**src/rtl/mc_ctrl_pkg.sv**
```systemverilog
// Shared types, opcode/funct values and datapath select encodings for the
// handshaking multicycle MIPS controller.
package mc_ctrl_pkg;

  typedef logic [5:0] opcode_t;
  typedef logic [1:0] sel_t;
  typedef logic [1:0] aluop_t;
  typedef logic [2:0] alucontrol_t;

  typedef enum logic [3:0] {
    StFetch, StDecode, StMemAdr, StMemRd, StMemWb, StMemWr, StRtEx, StRtWb,
    StBeqEx, StBneEx, StIEx, StIWb, StJEx, StJalEx, StJrEx, StFault
  } state_e;

  localparam aluop_t AluOpAdd   = 2'b00;
  localparam aluop_t AluOpSub   = 2'b01;
  localparam aluop_t AluOpFunct = 2'b10;
  localparam aluop_t AluOpSlt   = 2'b11;

  localparam alucontrol_t AluAdd = 3'b010;
  localparam alucontrol_t AluSub = 3'b110;
  localparam alucontrol_t AluAnd = 3'b000;
  localparam alucontrol_t AluOr  = 3'b001;
  localparam alucontrol_t AluSlt = 3'b111;

  localparam opcode_t OpRtype = 6'b000000;
  localparam opcode_t OpLw    = 6'b100011;
  localparam opcode_t OpSw    = 6'b101011;
  localparam opcode_t OpBeq   = 6'b000100;
  localparam opcode_t OpBne   = 6'b000101;
  localparam opcode_t OpAddi  = 6'b001000;
  localparam opcode_t OpSlti  = 6'b001010;
  localparam opcode_t OpJ     = 6'b000010;
  localparam opcode_t OpJal   = 6'b000011;

  localparam opcode_t FnAdd = 6'b100000;
  localparam opcode_t FnSub = 6'b100010;
  localparam opcode_t FnAnd = 6'b100100;
  localparam opcode_t FnOr  = 6'b100101;
  localparam opcode_t FnSlt = 6'b101010;
  localparam opcode_t FnJr  = 6'b001000;

  localparam sel_t MemtoregAluOut = 2'b00;
  localparam sel_t MemtoregData   = 2'b01;
  localparam sel_t MemtoregPc     = 2'b10;

  localparam sel_t RegdstRt = 2'b00;
  localparam sel_t RegdstRd = 2'b01;
  localparam sel_t Regdst31 = 2'b10;

  localparam sel_t SrcbB     = 2'b00;
  localparam sel_t SrcbFour  = 2'b01;
  localparam sel_t SrcbImm   = 2'b10;
  localparam sel_t SrcbImmSh = 2'b11;

  localparam sel_t PcsrcAlu    = 2'b00;
  localparam sel_t PcsrcAluOut = 2'b01;
  localparam sel_t PcsrcJump   = 2'b10;
  localparam sel_t PcsrcRegA   = 2'b11;

  localparam logic [1:0] FaultNone    = 2'b00;
  localparam logic [1:0] FaultIllegal = 2'b01;
  localparam logic [1:0] FaultTimeout = 2'b10;

  typedef struct packed {
    logic   mem_req;
    logic   pcwrite;
    logic   memwrite;
    logic   irwrite;
    logic   regwrite;
    logic   alusrca;
    logic   branch;
    logic   iord;
    sel_t   memtoreg;
    sel_t   regdst;
    sel_t   alusrcb;
    sel_t   pcsrc;
    aluop_t aluop;
  } ctrl_t;

  // States in which a memory access is outstanding and the watchdog runs.
  function automatic logic is_mem_state(state_e s);
    return (s == StFetch) || (s == StMemRd) || (s == StMemWr);
  endfunction

endpackage

```
**src/rtl/mc_ctrl_hs_if.sv**
```systemverilog
// Controller <-> datapath/memory bus: instruction fields and flags in,
// control vector, memory request and fault status out.
interface mc_ctrl_hs_if;
  import mc_ctrl_pkg::*;

  opcode_t     op;
  opcode_t     funct;
  logic        zero;
  logic        mem_ready;
  logic        mem_req;
  logic        pcwrite;
  logic        memwrite;
  logic        irwrite;
  logic        regwrite;
  logic        alusrca;
  logic        branch;
  logic        iord;
  sel_t        memtoreg;
  sel_t        regdst;
  sel_t        alusrcb;
  sel_t        pcsrc;
  alucontrol_t alucontrol;
  logic        fault;
  logic [1:0]  fault_code;

  modport master (
    input  op, funct, zero, mem_ready,
    output mem_req, pcwrite, memwrite, irwrite, regwrite, alusrca, branch, iord,
    output memtoreg, regdst, alusrcb, pcsrc, alucontrol, fault, fault_code
  );

  modport slave (
    output op, funct, zero, mem_ready,
    input  mem_req, pcwrite, memwrite, irwrite, regwrite, alusrca, branch, iord,
    input  memtoreg, regdst, alusrcb, pcsrc, alucontrol, fault, fault_code
  );

endinterface

```
**src/rtl/mc_aludec.sv**
```systemverilog
// ALU decoder: maps the FSM's aluop and the R-type funct field to alucontrol,
// flagging funct values the core does not implement.
module mc_aludec
  import mc_ctrl_pkg::*;
(
  input  aluop_t      aluop_i,
  input  opcode_t     funct_i,
  output alucontrol_t alucontrol_o,
  output logic        illegal_o
);

  always_comb begin
    alucontrol_o = AluAdd;
    illegal_o    = 1'b0;
    unique case (aluop_i)
      AluOpAdd: alucontrol_o = AluAdd;
      AluOpSub: alucontrol_o = AluSub;
      AluOpSlt: alucontrol_o = AluSlt;
      AluOpFunct: begin
        case (funct_i)
          FnAdd:   alucontrol_o = AluAdd;
          FnSub:   alucontrol_o = AluSub;
          FnAnd:   alucontrol_o = AluAnd;
          FnOr:    alucontrol_o = AluOr;
          FnSlt:   alucontrol_o = AluSlt;
          default: illegal_o = 1'b1;
        endcase
      end
      default: alucontrol_o = AluAdd;
    endcase
  end

endmodule

```
**src/rtl/mc_ctrl_hs.sv**
```systemverilog
// Multicycle MIPS control FSM with a mem_req/mem_ready handshake, optional
// extended ISA and a per-access memory-wait watchdog that halts the core.
module mc_ctrl_hs
  import mc_ctrl_pkg::*;
#(
  parameter bit          MEM_HS   = 1'b1,
  parameter bit          EXT_ISA  = 1'b1,
  parameter int unsigned WAIT_MAX = 255
) (
  input logic          clk,
  input logic          reset,
  mc_ctrl_hs_if.master bus_io
);

  localparam int unsigned CntW = $clog2(WAIT_MAX + 1);

  state_e          state_q, state_d;
  logic [CntW-1:0] cnt_q, cnt_d;
  logic [1:0]      fault_code_q, fault_code_d;
  ctrl_t           ctrl;
  alucontrol_t     alucontrol;
  logic            alu_illegal;
  logic            rdy;
  logic            waiting;
  logic            illegal;

  assign rdy     = MEM_HS ? bus_io.mem_ready : 1'b1;
  assign waiting = MEM_HS && is_mem_state(state_q) && !rdy;

  mc_aludec u_aludec (
    .aluop_i      (ctrl.aluop),
    .funct_i      (bus_io.funct),
    .alucontrol_o (alucontrol),
    .illegal_o    (alu_illegal)
  );

  always_ff @(posedge clk) begin
    if (reset) begin
      state_q      <= StFetch;
      cnt_q        <= '0;
      fault_code_q <= FaultNone;
    end else begin
      state_q      <= state_d;
      cnt_q        <= cnt_d;
      fault_code_q <= fault_code_d;
    end
  end

  always_comb begin
    state_d      = state_q;
    cnt_d        = '0;
    fault_code_d = fault_code_q;
    illegal      = 1'b0;
    unique case (state_q)
      StFetch: if (rdy) state_d = StDecode;
      StDecode: begin
        case (bus_io.op)
          OpLw, OpSw: state_d = StMemAdr;
          OpRtype:    state_d = (EXT_ISA && bus_io.funct == FnJr) ? StJrEx : StRtEx;
          OpBeq:      state_d = StBeqEx;
          OpJ:        state_d = StJEx;
          OpBne:      if (EXT_ISA) state_d = StBneEx; else illegal = 1'b1;
          OpAddi,
          OpSlti:     if (EXT_ISA) state_d = StIEx; else illegal = 1'b1;
          OpJal:      if (EXT_ISA) state_d = StJalEx; else illegal = 1'b1;
          default:    illegal = 1'b1;
        endcase
      end
      StMemAdr: state_d = (bus_io.op == OpSw) ? StMemWr : StMemRd;
      StMemRd:  if (rdy) state_d = StMemWb;
      StMemWr:  if (rdy) state_d = StFetch;
      StRtEx:   if (alu_illegal) illegal = 1'b1; else state_d = StRtWb;
      StIEx:    state_d = StIWb;
      StMemWb, StRtWb, StIWb, StBeqEx, StBneEx, StJEx, StJalEx, StJrEx: state_d = StFetch;
      StFault:  state_d = StFault;
    endcase

    if (illegal) begin
      state_d      = StFault;
      fault_code_d = FaultIllegal;
    end

    // Counter only survives while the same access keeps waiting.
    if (waiting) begin
      if (cnt_q == CntW'(WAIT_MAX - 1)) begin
        state_d      = StFault;
        fault_code_d = FaultTimeout;
      end else begin
        cnt_d = cnt_q + 1'b1;
      end
    end
  end

  always_comb begin
    ctrl = '0;
    unique case (state_q)
      StFetch: begin
        ctrl.mem_req = 1'b1;
        ctrl.alusrcb = SrcbFour;
        ctrl.pcsrc   = PcsrcAlu;
        ctrl.irwrite = rdy;
        ctrl.pcwrite = rdy;
      end
      StDecode: ctrl.alusrcb = SrcbImmSh;
      StMemAdr: begin
        ctrl.alusrca = 1'b1;
        ctrl.alusrcb = SrcbImm;
      end
      StMemRd: begin
        ctrl.mem_req = 1'b1;
        ctrl.iord    = 1'b1;
      end
      StMemWr: begin
        ctrl.mem_req  = 1'b1;
        ctrl.iord     = 1'b1;
        ctrl.memwrite = 1'b1;
      end
      StMemWb: begin
        ctrl.regwrite = 1'b1;
        ctrl.regdst   = RegdstRt;
        ctrl.memtoreg = MemtoregData;
      end
      StRtEx: begin
        ctrl.alusrca = 1'b1;
        ctrl.alusrcb = SrcbB;
        ctrl.aluop   = AluOpFunct;
      end
      StRtWb: begin
        ctrl.regwrite = 1'b1;
        ctrl.regdst   = RegdstRd;
        ctrl.memtoreg = MemtoregAluOut;
      end
      StBeqEx, StBneEx: begin
        ctrl.alusrca = 1'b1;
        ctrl.aluop   = AluOpSub;
        ctrl.pcsrc   = PcsrcAluOut;
        // beq lets the datapath qualify with zero; bne is resolved here.
        ctrl.branch  = (state_q == StBeqEx);
        ctrl.pcwrite = (state_q == StBneEx) && !bus_io.zero;
      end
      StIEx: begin
        ctrl.alusrca = 1'b1;
        ctrl.alusrcb = SrcbImm;
        ctrl.aluop   = (bus_io.op == OpSlti) ? AluOpSlt : AluOpAdd;
      end
      StIWb: begin
        ctrl.regwrite = 1'b1;
        ctrl.regdst   = RegdstRt;
      end
      StJEx: begin
        ctrl.pcsrc   = PcsrcJump;
        ctrl.pcwrite = 1'b1;
      end
      StJalEx: begin
        ctrl.pcsrc    = PcsrcJump;
        ctrl.pcwrite  = 1'b1;
        ctrl.regwrite = 1'b1;
        ctrl.regdst   = Regdst31;
        ctrl.memtoreg = MemtoregPc;
      end
      StJrEx: begin
        ctrl.pcsrc   = PcsrcRegA;
        ctrl.pcwrite = 1'b1;
      end
      StFault: ctrl = '0;
    endcase
  end

  assign bus_io.mem_req    = ctrl.mem_req;
  assign bus_io.pcwrite    = ctrl.pcwrite;
  assign bus_io.memwrite   = ctrl.memwrite;
  assign bus_io.irwrite    = ctrl.irwrite;
  assign bus_io.regwrite   = ctrl.regwrite;
  assign bus_io.alusrca    = ctrl.alusrca;
  assign bus_io.branch     = ctrl.branch;
  assign bus_io.iord       = ctrl.iord;
  assign bus_io.memtoreg   = ctrl.memtoreg;
  assign bus_io.regdst     = ctrl.regdst;
  assign bus_io.alusrcb    = ctrl.alusrcb;
  assign bus_io.pcsrc      = ctrl.pcsrc;
  assign bus_io.alucontrol = alucontrol;
  assign bus_io.fault      = (state_q == StFault);
  assign bus_io.fault_code = fault_code_q;

endmodule

```
**src/flat_wrapper.sv**
```systemverilog
// flat-port wrapper written by rule: the top's interface ports become plain ports
module mc_ctrl_hs_flat import mc_ctrl_pkg::*;
#(
  parameter bit          MEM_HS   = 1'b1,
  parameter bit          EXT_ISA  = 1'b1,
  parameter int unsigned WAIT_MAX = 255
)
  (clk, reset, bus_io_op, bus_io_funct, bus_io_zero, bus_io_mem_ready, bus_io_mem_req, bus_io_pcwrite, bus_io_memwrite, bus_io_irwrite, bus_io_regwrite, bus_io_alusrca, bus_io_branch, bus_io_iord, bus_io_memtoreg, bus_io_regdst, bus_io_alusrcb, bus_io_pcsrc, bus_io_alucontrol, bus_io_fault, bus_io_fault_code);
  mc_ctrl_hs_if bus_io_i ();
  input logic clk;
  input logic reset;
  input wire logic [$bits(bus_io_i.op)-1:0] bus_io_op;
  input wire logic [$bits(bus_io_i.funct)-1:0] bus_io_funct;
  input wire logic [$bits(bus_io_i.zero)-1:0] bus_io_zero;
  input wire logic [$bits(bus_io_i.mem_ready)-1:0] bus_io_mem_ready;
  output wire logic [$bits(bus_io_i.mem_req)-1:0] bus_io_mem_req;
  output wire logic [$bits(bus_io_i.pcwrite)-1:0] bus_io_pcwrite;
  output wire logic [$bits(bus_io_i.memwrite)-1:0] bus_io_memwrite;
  output wire logic [$bits(bus_io_i.irwrite)-1:0] bus_io_irwrite;
  output wire logic [$bits(bus_io_i.regwrite)-1:0] bus_io_regwrite;
  output wire logic [$bits(bus_io_i.alusrca)-1:0] bus_io_alusrca;
  output wire logic [$bits(bus_io_i.branch)-1:0] bus_io_branch;
  output wire logic [$bits(bus_io_i.iord)-1:0] bus_io_iord;
  output wire logic [$bits(bus_io_i.memtoreg)-1:0] bus_io_memtoreg;
  output wire logic [$bits(bus_io_i.regdst)-1:0] bus_io_regdst;
  output wire logic [$bits(bus_io_i.alusrcb)-1:0] bus_io_alusrcb;
  output wire logic [$bits(bus_io_i.pcsrc)-1:0] bus_io_pcsrc;
  output wire logic [$bits(bus_io_i.alucontrol)-1:0] bus_io_alucontrol;
  output wire logic [$bits(bus_io_i.fault)-1:0] bus_io_fault;
  output wire logic [$bits(bus_io_i.fault_code)-1:0] bus_io_fault_code;
  assign bus_io_i.op = bus_io_op;
  assign bus_io_i.funct = bus_io_funct;
  assign bus_io_i.zero = bus_io_zero;
  assign bus_io_i.mem_ready = bus_io_mem_ready;
  assign bus_io_mem_req = bus_io_i.mem_req;
  assign bus_io_pcwrite = bus_io_i.pcwrite;
  assign bus_io_memwrite = bus_io_i.memwrite;
  assign bus_io_irwrite = bus_io_i.irwrite;
  assign bus_io_regwrite = bus_io_i.regwrite;
  assign bus_io_alusrca = bus_io_i.alusrca;
  assign bus_io_branch = bus_io_i.branch;
  assign bus_io_iord = bus_io_i.iord;
  assign bus_io_memtoreg = bus_io_i.memtoreg;
  assign bus_io_regdst = bus_io_i.regdst;
  assign bus_io_alusrcb = bus_io_i.alusrcb;
  assign bus_io_pcsrc = bus_io_i.pcsrc;
  assign bus_io_alucontrol = bus_io_i.alucontrol;
  assign bus_io_fault = bus_io_i.fault;
  assign bus_io_fault_code = bus_io_i.fault_code;
  mc_ctrl_hs #(.MEM_HS(MEM_HS), .EXT_ISA(EXT_ISA), .WAIT_MAX(WAIT_MAX)) u_core (.clk(clk), .reset(reset), .bus_io(bus_io_i));
endmodule
```
**config.mk**
```make
export PLATFORM = sky130hd
export DESIGN_NAME = mc_ctrl_hs_flat
export DESIGN_NICKNAME = d
export VERILOG_FILES = /design/src/rtl/mc_ctrl_pkg.sv /design/src/rtl/mc_ctrl_hs_if.sv /design/src/rtl/mc_aludec.sv /design/src/rtl/mc_ctrl_hs.sv /design/src/flat_wrapper.sv
export SDC_FILE = /design/constraint.sdc
export NUM_CORES = 1
export LEC_CHECK = 0
export CAP_MARGIN = 40
export CORE_UTILIZATION = 51
export CTS_CLUSTER_SIZE = 40
export DETAILED_ROUTE_END_ITERATION = 8
export PLACE_DENSITY = 0.89
export SLEW_MARGIN = 15
export SYNTH_ARGS = -nofsm -noshare
export SYNTH_HDL_FRONTEND = slang
export SYNTH_HIERARCHICAL = 1
export SYNTH_SLANG_ARGS = --single-unit
```
**constraint.sdc**
```tcl
create_clock -name clk -period 5.2 [get_ports clk]
set_input_delay 1.56 -clock clk [delete_from_list [all_inputs] [get_ports clk]]
set_output_delay 1.56 -clock clk [all_outputs]
set_load 0.1 [all_outputs]
```
Yosys cells after proc, flatten, opt, wreduce, memory -nomap -nowiden
Index checks and enable logic that the tools add are counted.
Widths: inputs -> output; s select.

storage, ports and cells
  logic and storage cells = 96
  memory bits (read-only) = 0
  output and inout port bits = 22
  RAM bits = 0
  bits in latches = 0
  input bits = 16
  register bits = 14
  memories kept = 0

cells by class
  reduce and logical (&&, ||, !) cells = 23
  div/mod/pow operators = 0
  $lt $le $gt $ge = 0
  shifts and indexed selects = 0
  mux-type cells = 35
  multipliers = 0
  eq/ne operators = 33
  bitwise logic cells = 1
  $add $sub $neg = 1

operator list
  kind                 count
  $eq 6x6->1 const B   7
  $pmux 4 s9           1
  $eq 4x4->1 const B   8
  $mux 4               8
  $pmux 4 s7           1
  $pmux 3 s4           2
  $eq 6x4->1 const B   3
  $pmux 2 s3           3
  $eq 4x3->1 const B   4
  $eq 6x2->1 const B   2
  $eq 6x3->1 const B   2
  $reduce_or 2->1      6
  $mux 1               11
  $reduce_or 5->1      2
  $reduce_or 3->1      3
  $reduce_or 9->1      1
  $add 8x1->8 const B  1
  $eq 4x2->1 const B   2
  $eq 8x8->1 const B   1
  $mux 2               4
  $pmux 2 s2           2
  $reduce_or 8->1      1
  $logic_not 6->1      1
  $eq 2x2->1 const B   2
  12 further kinds     15

Depth between registers and ports, before layout
Gate-level depths: netlist of run 1.

  depth after elaboration = 10
  gate-level depth with buffers = 12
  gate-level depth less buffers = 11

By module
Netlist of run 1, hierarchy kept.

by module, submodules not included
  module      instances  cells each  area an instance (sq um)
  mc_ctrl_hs  1          167         1,192.4
  mc_aludec   1          12          85.1

Worst setup path after synthesis of run 1
No wires, ideal clock.

  path kind = input to output
  start point = input bus_io_zero
  end point = output bus_io_pcwrite
  data arrival time = 3.951 ns
  cell stages on the path = 3
  path buffers = 0
  slack = -0.311 ns
  cell sequence = inv_1 > a21oi_1 > o32ai_1

between the ends
  word-level cells in the longest chain between the ends = 3

ends and longest elaborated chain
  element            RTL line            text
  start, declared    flat_wrapper.sv:14  input wire logic [$bits(bus_io_i.zero)-1:0] bus_io_zero;
  $logic_not 1->1    mc_ctrl_hs.sv:139   ctrl.pcwrite = (state_q == StBneEx) && !bus_io.zero;
  $logic_and 1x1->1  mc_ctrl_hs.sv:139
  $pmux 1 s3         mc_ctrl_hs.sv:96    unique case (state_q)
  end, declared      flat_wrapper.sv:17  output wire logic [$bits(bus_io_i.pcwrite)-1:0] bus_io_pcwrite;

Every way passes these cells.

==> results of run 1 <==
[cell families (layout without fill, tap and decap cells)]
group	count (synthesis)	after routing
and+or+nand+nor	87	87
buffers and inverters	26	67
AOI/OAI and AO/OA	39	39
adders and majority gates	2	2
DFF	14	14
xor gates and xnor gates	9	9
muxes	2	2
[cell type report]
type | instances | share of cell area, %
Sequential cell | 14 | 14.7
Tap cell | 28 | 1.84
Multi-Input combinational cell | 139 | 45.9
Clock buffer | 4 | 1.91
Inverter | 8 | 1.58
Timing Repair Buffer | 55 | 34.0
[critical path, delay by kind of cell]
family / cells / cell delay [ns]
compound gates: 2 / 0.47
simple gates: 4 / 0.76
buf+inv: 2 / 0.74
[stage by stage]
stage	instances	setup slack, ns	area [sq um]	hold slack [ns]	util [%]
after floorplan	179	0.233	1290	0.437	-
after global placement	228	0.255	1620	0.455	71.4
after detailed placement	244	0.166	1860	0.469	81.9
after CTS	248	0.159	1900	0.488	83.5
after global routing	248	0.0188	1900	0.532	83.7
final	248	0.104	1900	0.484	83.7
[layout by cell type, fill, tap and decap left out, drive strengths merged, types with 2 or more instances in the layout]
cell type      instances
nor3                   8
nand2b                 7
nor2                  25
ha                     2
a31oi                  2
clkdlybuf4s50         31
xor2                   5
o31ai                  4
nand3                  8
inv                    8
buf                   24
and4                   2
nor3b                  2
or3                    4
dfxtp                 14
or4                    2
mux2i                  2
and3                   3
nor2b                  5
o22ai                  2
o21ai                  8
xnor2                  4
nand2                 12
nand4                  2
clkbuf                 4
a21oi                 11
[power by group]
part,internal [mW],total (mW),switching (mW)
registers,0.125,0.191,0.0657
logic,0.287,0.846,0.558
clock network,0.0426,0.0786,0.0359
[registers in the layout (all words and copies together) (netlist names)]
signal / flops
u_core/state_q: 4
u_core/bus_io.fault_code: 2
u_core/cnt_q: 8
[routing by layer]
metal | part of all wire (%) | wire length (microns) | up-vias | GRT usage, %
met3 | 6.1 | 221 | 8 | 3.51
met1 | 42 | 1530 | 665 | 35.0
met4 | 1.9 | 67 | 0 | 12.6
li1 | - | - | 712 | -
met5 | 0 | 0 | - | 0
met2 | 49 | 1780 | 72 | 48.5
[worst max path at each step]
stage	startpoint	to	slack (ns)	cells after the start
2_1_floorplan	bus_io_op[2]	bus_io_alucontrol[0]	0.23	7
3_3_place_gp	bus_io_op[5]	bus_io_alucontrol[0]	0.25	8
3_5_place_dp	bus_io_op[0]	bus_io_alucontrol[0]	0.17	8
4_1_cts	bus_io_op[0]	bus_io_alucontrol[0]	0.16	8
5_1_grt	bus_io_op[0]	bus_io_alucontrol[0]	0.02	8
6_report	bus_io_op[0]	bus_io_alucontrol[0]	0.10	8
[repair_timing]
action	4_1_cts	5_1_grt
hold buffers	0	0
setup endpoints to repair	0	1
gates resized for setup	0	1
==> summary.md, run 1 <==
| Metric | Value |
|---|---|
| Cells taking the most area after synthesis | dfxtp_1 (22%), nor2_1 (7.1%), buf_4 (4.7%), a21oi_1 (4.3%), nand2b_1 (3.4%) |
| Total clock sinks | 14 |
| Die width | 52.1 microns |
| Startpoint of the lowest-slack hold path | u_core/cnt_q[0]$_SDFF_PP0_ |
| Syn avg cell area | 7.14 sq um |
| Input/output buffers | 37 |
| Number of global-route vias before repair | roughly 1300 |
| Endpoint of the worst hold-timing path | u_core/cnt_q[0]$_SDFF_PP0_ |
| Clock tree from TritonCTS | built |
| Fraction of the yosys area taken by sequential cells | roughly 22% |
| Critical register-to-register path endpoint | u_core/state_q[3]$_SDFF_PP0_ |
| Total half-perimeter wirelength after legalization and detailed placement | around 2.8 mm |
| Number of CTS-inserted buffers | 3 |
| Starting density of the core | a little under three fifths |
| Critical path type | in -> out |
| DIE AREA | about 0.0027 sq mm |
| CP startpoint kind | input pin |
| Netlist area before placement | approximately 0.0013 sq mm |
| Synthesized-area fraction occupied by and/or/nand/nor cells | a little under two fifths |
| Leakage power | ~0.73 nW |
| Share of the cycle needed by the critical path after routing | a little over nine tenths |
| Number of cells on the worst reg-to-reg path | 10 |
| Max-slew violation count | 0 |
| Critical Path Slowest Stage Cell | clkdlybuf4s50_1 |
| Cell row count | 17 |
| Core Footprint | about 0.0023 sq mm |
| Via count | between 1000 and 1500 |
| Share of layout cells above drive strength 1 | between 10% and 20% |
| Achievable frequency | between 150 and 200 MHz |
| Fraction of post-synthesis cell area in the top cell type by area | between 20% and 30% |
| Antenna cells | 0 |
| Final #Nets | between 200 and 250 |
| Outcome | completed |
| Routed length per instance | 14.5 microns |
| Count of endpoints failing setup in the final report | 0 |
| Setup TNS | 0 ns |
| Vias per inst | about 6 |
| DRC errors left | 0 |
| First DRT Iteration DRCs | 52 |
| Startpoint of the lowest-slack register-to-register path | u_core/state_q[3]$_SDFF_PP0_ |
| Worst-case register-to-register setup slack | about 2.4 ns |
| Clock transition at the registers of the reported paths | approximately 0.08 ns |
| Register Area | ~280 sq um |
| Antenna Nets Post-Route | 0 |
| Peak supply drop | approximately 0.64 mV |
| Gr usage total | approximately 28% |
| Global-route wire length before repair | approximately 5.7 mm |
| Pin count of the biggest net entering global routing | 25 |
| Number of flip-flops and latches in the synthesized netlist | 14 |
| Overall routed net length | 3.60 mm |
| Hold violation count in the final report | 0 |
| Post-synth net total | 197 |
| Total power divided by cell area | 585 mW/mm^2 |
| Synth cell types | 52 |
| Number of antenna violations at the first check in global routing | 0 |
| Transition time at the pin with the least slew margin | between 0.7 and 0.8 ns |
| CP cell instances | clkdlybuf4s50_1 -> nor2_1 -> nand2_1 -> or3_1 -> a21oi_1 -> o21ai_0 -> nor2_2 -> buf_12 |
| Remaining global-route overflow | 0 |
| Ranking of synthesized cells by instance count | nor2_1 (24), dfxtp_1 (14), a21oi_1 (11), nand2_1 (11) |
| Total power draw | ~1.1 mW |
| Multiplexer share of the synthesized area | 1.57% |
| Count leader, synth | nor2_1 |
| Dominant register cell in the synthesized netlist | dfxtp_1 |
| Fraction of the mapped netlist area in adder cells | under 10% |
| Worst hold path stage count | 1 |
| Level count of the clock H-tree | 1 |
| Synthesis-to-finish area growth | 49.1% |
| RSZ-0062 raised after global routing | no |
| Critical path peak fanout | 8 |
| Die outline height | between 50 and 60 microns |
| Post-synthesis instance total | approximately 180 |
| Warnings from Yosys | 6 |
| Worst Clk Skew | 0.00216 ns |
| First-pass iteration count of the detailed router | 4 |
| Type of the worst min-delay path | reg -> reg |
| Number of synthesized flops with an enable pin | 0 |
| Number of buffers on the longest clock path | 2 |
| Max-cap viol count | 0 |
| Setup fix buffers added after clock tree synthesis | 0 |
| RePlAce Congestion | between 0.9 and 1 |
| Final critical delay including setup and external delays | a little over 5 ns |
| Post-synthesis xor/xnor area fraction | under 10% |
| Endpoint arrival time on the critical path | 3.54 ns |
| Kind of end point of the critical path | primary output |
| Library cell with the largest summed area after synthesis | dfxtp_1 |
| Longest individual stage delay on the worst path | ~0.55 ns |
| Library cell used as clock root buffer | clkbuf_4 |
| Top-level I/O count | 38 |
| Synthesized-area fraction occupied by ao, oa, aoi and oai cells | roughly a fifth |
| Required arrival time at the worst endpoint | between 3 and 4 ns |
| Main combinational cell family by area after synthesis | simple AND/OR/NAND/NOR gates |
| Fill count | around 150 |
| Clock latency of the later-clocked register in the worst-skew pair | between 0.2 and 0.3 ns |
| Share of async-settable or async-resettable flops after synthesis | 0% |
| Headroom to the max-slew limit | around 49% |
| Area used by multi-input combinational logic | roughly 870 sq um |
(Power assumes the default switching activity.)
==> inputs of run 2 (changes only) <==
==> constraint.sdc (replaced) <==
create_clock -name clk -period 5.2 [get_ports clk]
set_input_delay 1.56 -clock clk [delete_from_list [all_inputs] [get_ports clk]]
set_output_delay 1.56 -clock clk [all_outputs]
set_load 0.005 [all_outputs]
==> summary.md, run 2 (synthesis gave the netlist of run 1 again) <==
| Metric | Value |
|---|---|
| Library cell used as clock root buffer | clkbuf_4 |
| Routed length per instance | between 10 and 15 microns |
| Number of CTS-inserted buffers | 3 |
| Overall routed net length | 3.26 mm |
| Synthesis-to-finish area growth | 30.6% |
| Number of buffers on the longest clock path | 2 |
| Total clock sinks | 14 |
| Highest metal used | met4 |
| Worst Clk Skew | ~0.0068 ns |
| Peak supply drop | ~0.37 mV |
| Pin count of the biggest net entering global routing | 25 |
| Number of cells on the worst reg-to-reg path | 10 |
| Critical Path Slowest Stage Cell | clkdlybuf4s50_1 |
| Startpoint of the lowest-slack hold path | u_core/cnt_q[0]$_SDFF_PP0_ |
| Number of global-route vias before repair | 1293 |
| Final critical delay including setup and external delays | between 5 and 6 ns |
| DIE AREA | 0.00271 sq mm |
| Clock tree from TritonCTS | built |
| Setup fix buffers added after clock tree synthesis | 0 |
| Core Footprint | between 0.002 and 0.0025 sq mm |
| Die outline height | ~52 microns |
| Endpoint arrival time on the critical path | approximately 3.5 ns |
| Worst-case register-to-register setup slack | between 2 and 2.5 ns |
| Longest individual stage delay on the worst path | 0.50 ns |
| Antenna Nets Post-Route | 0 |
| Achievable frequency | between 150 and 200 MHz |
| Antenna cells | 0 |
| Worst hold path stage count | 1 |
| Top-level I/O count | 38 |
| Most used cells in the layout excluding fill and tap cells | clkdlybuf4s50_1 (37), nor2_1 (23), dfxtp_1 (14), nand2_1 (11), a21oi_1 (9) |
| Total power draw | 603 uW |
| First DRT Iteration DRCs | 48 |
| Vias per inst | roughly 6 |
| Non-filler instance count after layout | around 240 |
| Remaining global-route overflow | 0 |
| Most common cell after layout, fill and taps aside | clkdlybuf4s50_1 |
| Transition time at the pin with the least slew margin | approximately 0.72 ns |
| Worst hold slack across all endpoints | around 0.50 ns |
| Post-route worst setup slack | 0.142 ns |
| Max-cap viol count | 0 |
| Instance count after placement with tap cells included | approximately 230 |
| CP cell instances | clkdlybuf4s50_1 -> nor2_2 -> nand2_1 -> or3_1 -> a21oi_2 -> o21ai_0 -> nor2_1 -> clkdlybuf4s50_1 |
| Largest register FFs | 8 |
| Starting density of the core | between 50 and 60% |
| Clock latency of the later-clocked register in the worst-skew pair | roughly 0.28 ns |
| Post-DP Area | roughly 0.0016 sq mm |
| Number of antenna violations at the first check in global routing | 0 |
| Routed wl met2 | ~1.6 mm |
| Count of endpoints failing setup in the final report | 0 |
| Hold violation count in the final report | 0 |
| Gr usage total | a little over a quarter |
| Level count of the clock H-tree | 1 |
| Final #Nets | roughly 230 |
| Most flops, register | u_core/cnt_q |
| First-pass iteration count of the detailed router | 4 |
| Required arrival time at the worst endpoint | 3.64 ns |
| Total half-perimeter wirelength after legalization and detailed placement | around 2.5 mm |
| Kind of end point of the critical path | primary output |
| Post-layout instance area | approximately 0.0017 sq mm |
| Max-slew violation count | 0 |
| Clock transition at the registers of the reported paths | roughly 0.07 ns |
| Startpoint of the lowest-slack register-to-register path | u_core/state_q[2]$_SDFF_PP0_ |
| Critical path peak fanout | 5 |
| Pre-CTS setup slack | ~0.089 ns |
| Share of the cycle needed by the critical path after routing | 97.3% |
| CP startpoint kind | input pin |
| Dominant cell type by count on the critical path | clkdlybuf4s50_1 |
| Die width | 52.1 microns |
| Share of layout cells above drive strength 1 | approximately a tenth |
| Endpoint of the worst hold-timing path | u_core/cnt_q[0]$_SDFF_PP0_ |
| Outcome | completed |
| Critical path type | in -> out |
| RePlAce Congestion | about 0.9 |
| Total power divided by cell area | about 360 mW/mm^2 |
| Via count | 1420 |
| Input/output buffers | 37 |
| Critical register-to-register path endpoint | u_core/state_q[3]$_SDFF_PP0_ |
| Global-route wire length before repair | roughly 5.5 mm |
| Cell row count | 17 |
| Routed metal-1 wirelength | approximately 1.4 mm |
| Headroom to the max-slew limit | roughly half |
| Leakage power | slightly above 0.6 nW |
| Type of the worst min-delay path | reg -> reg |
| Metal3 WL | about 230 microns |
| Post-CTS Hold Buffers | 0 |
| DRC errors left | 0 |
| CP delay by family, top | buffers and inverters |
| Count of buffer and inverter cells on the critical path | 2 |
## run 2: how the worst max path moves through the flow
stage	from	end	slack [ns]	cells past startpoint
4_1_cts	bus_io_op[5]	bus_io_alucontrol[0]	0.09	8
6_report	bus_io_op[5]	bus_io_alucontrol[0]	0.14	8
5_1_grt	bus_io_op[5]	bus_io_alucontrol[0]	-0.009	8
3_5_place_dp	bus_io_op[5]	bus_io_alucontrol[0]	0.09	8
3_3_place_gp	bus_io_op[5]	bus_io_alucontrol[0]	0.14	8
2_1_floorplan	bus_io_op[2]	bus_io_alucontrol[0]	0.95	7
## run 2: layout make-up
cell class	count	area [sq um]
fill	189	608
tap	28	35.0
inverter	8	30.0
timing repair buffer	43	415
multi-input combinational	139	871
sequential	14	280
clock buffer	4	36.3
## run 2: worst reg2reg max path, delay by kind of cell, from the launching register on
kind	cells	cell delay [ns]
AOI/OAI and AO/OA	4	0.77
buffers and inverters	2	0.12
DFF	1	0.50
and+or+nand+nor	4	1.24
## run 2: stage by stage
step / TNS [ns] / util (%)
CTS: 0 / 72.8
global placement: 0 / 71.2
global route: -0.00857 / 73.3
floorplan: 0 / -
finish: 0 / 73.3
detailed placement: 0 / 71.2
## run 2: metal layers
layer	vias to the layer above	track usage [%]
met5	-	0
met4	0	8.11
met3	6	5.56
met2	63	44.9
met1	648	34.8
li1	703	-
## run 2: report_power, final
| part | switching [mW] | internal, mW | total (mW) |
|---|---|---|---|
| clock network | 0.0330 | 0.0426 | 0.0756 |
| logic | 0.153 | 0.185 | 0.338 |
| registers | 0.0641 | 0.125 | 0.189 |
| total | 0.250 | 0.352 | 0.603 |
## run 2: timing repair
item,4_1_cts,5_1_grt
hold endpoints to repair,0,0
setup endpoints to repair,0,3
gates resized for setup,0,3
==> inputs of run 3 (changes only) <==
--- a/config.mk
+++ b/config.mk
@@ -6,6 +6,7 @@
 export NUM_CORES = 1
 export LEC_CHECK = 0
 export CAP_MARGIN = 40
+export CORE_MARGIN = 2
 export CORE_UTILIZATION = 51
 export CTS_CLUSTER_SIZE = 40
 export DETAILED_ROUTE_END_ITERATION = 8
==> summary.md, run 3 (synthesis gave the netlist of run 1 again) <==
| Metric | Value |
|---|---|
| Critical path peak fanout | 4 |
| Met1 layer usage reported by global route | approximately a third |
| Highest-utilization routing layer at the global route stage | met2 |
| Routed length per instance | 13.6 microns |
| Cell row count | 18 |
| Library cell used as clock root buffer | clkbuf_4 |
| Endpoint arrival time on the critical path | around 3.6 ns |
| Overall routed net length | ~3.2 mm |
| Starting density of the core | between 50 and 60% |
| Gr usage total | 24.1% |
| Fill count | between 200 and 250 |
| Peak supply drop | ~0.30 mV |
| Final #Nets | 227 |
| Critical path type | in -> out |
| RePlAce Congestion | roughly 0.84 |
| Achievable frequency | a little under 200 MHz |
| Level count of the clock H-tree | 1 |
| Non-filler instance count after layout | about 240 |
| Die width | between 50 and 60 microns |
| Routing usage on met2 | 39.4% |
| CP startpoint kind | input pin |
| Global-route wire length before repair | 5.35 mm |
| Core Footprint | around 0.0024 sq mm |
| Type of the worst min-delay path | reg -> reg |
| DIE AREA | approximately 0.003 sq mm |
| Total half-perimeter wirelength after legalization and detailed placement | 2.44 mm |
| Required arrival time at the worst endpoint | about 3.6 ns |
| Synthesis-to-finish area growth | 31.1% |
| Top-level I/O count | 38 |
| Clock transition at the registers of the reported paths | roughly 0.080 ns |
| Instance count after placement with tap cells included | 234 |
| Clock tree from TritonCTS | built |
| Most flops, register | u_core/cnt_q |
| Via count | about 1400 |
| First DRT Iteration DRCs | 60 |
| GR Util met3 | about 1.4% |
| Transition time at the pin with the least slew margin | around 0.76 ns |
| Count of endpoints failing setup in the final report | 0 |
| Share of layout cells above drive strength 1 | approximately 9.6% |
| Remaining global-route overflow | 0 |
| Number of CTS-inserted buffers | 3 |
| Max-slew violation count | 0 |
| Number of antenna violations at the first check in global routing | 0 |
| Share of the cycle needed by the critical path after routing | between 90% and 100% |
| Input/output buffers | 37 |
| Most used cells in the layout excluding fill and tap cells | clkdlybuf4s50_1 (37), nor2_1 (24), dfxtp_1 (14), nand2_1 (11), a21oi_1 (9) |
| Antenna cells | 0 |
| Worst hold slack across all endpoints | about 0.47 ns |
| Leakage power | just over 0.6 nW |
| Headroom to the max-slew limit | roughly half |
| Final critical delay including setup and external delays | 5.12 ns |
| First-pass iteration count of the detailed router | 4 |
| Antenna Nets Post-Route | 0 |
| Largest register FFs | 8 |
| Most common cell after layout, fill and taps aside | clkdlybuf4s50_1 |
| DRC errors left | 0 |
| Total power divided by cell area | 362 mW/mm^2 |
| Vias per inst | slightly below 6 |
| Max-cap viol count | 0 |
| Worst Clk Skew | 0.00613 ns |
| Pin count of the biggest net entering global routing | 25 |
| Hold violation count in the final report | 0 |
| Number of buffers on the longest clock path | 2 |
| Utilization of the core after routing | between 60% and 70% |
| Total clock sinks | 14 |
| Die outline height | 54.1 microns |
| Clock latency of the later-clocked register in the worst-skew pair | between 0.2 and 0.3 ns |
| Outcome | completed |
| Number of global-route vias before repair | roughly 1200 |
| Total power draw | between 600 and 700 uW |
| Kind of end point of the critical path | primary output |
| Setup TNS | 0 ns |
[run 3: cell counts in the layout (fill, tap and decap cells not counted)]
Identical to the previous run, type by type.
[run 3: per-layer routing]
layer	vias to the layer above	share of wire, %	wire, microns
met5	-	0	0
li1	698	-	-
met1	635	46	1490
met2	52	48	1550
met4	0	1.2	39
met3	8	4.7	152
[run 3: final timing paths]
| kind | start | end | slack, ns | cells past startpoint |
|---|---|---|---|---|
| setup / recovery | bus_io_op[5] | bus_io_alucontrol[0] | 0.08 | 8 |
| hold / removal | u_core/cnt_q[0]$_SDFF_PP0_ | u_core/cnt_q[0]$_SDFF_PP0_ | 0.47 | 1 |
| setup reg to reg | u_core/state_q[3]$_SDFF_PP0_ | u_core/state_q[0]$_SDFF_PP0_ | 2.42 | 10 |
| hold reg to reg | u_core/cnt_q[0]$_SDFF_PP0_ | u_core/cnt_q[0]$_SDFF_PP0_ | 0.47 | 1 |
[run 3: critical path, cell delays in order]
cell and delay (ns):
clkdlybuf4s50_1 0.43, nor2_1 0.18, nand2_1 0.08, or3_1 0.33, a21oi_2 0.25, o21ai_0 0.12, nor2_1 0.10, clkdlybuf4s50_1 0.50
[run 3: metrics by stage]
step,instance area [sq um],worst slack [ns]
after global placement,1620,0.148
after floorplan,1280,0.947
final,1680,0.0841
after CTS,1660,0.0396
after detailed placement,1620,0.0414
after global routing,1680,-0.0254
[run 3: final cells by class]
type,instances,area (sq um),share of cell area (%)
tap,30,37.5,2.24
clock buffer,4,36.3,2.17
timing repair buffer,43,415,24.8
sequential,14,280,16.7
inverter,8,30.0,1.79
multi-input combinational,139,876,52.3
[run 3: timing repair]
item / 4_1_cts / 5_1_grt
resized for setup: 0 / 3
buffers inserted: 0 / 0
endpoints found under the setup margin: 0 / 3
hold buffers: 0 / 0
[run 3: where the power goes]
| group | switching [mW] | total [mW] | internal [mW] | leakage [nW] |
|---|---|---|---|---|
| registers | 0.0645 | 0.189 | 0.125 | 0.114 |
| logic | 0.156 | 0.341 | 0.186 | 0.476 |
| clock network | 0.0336 | 0.0762 | 0.0426 | 0.0210 |
| total | 0.254 | 0.607 | 0.353 | 0.610 |
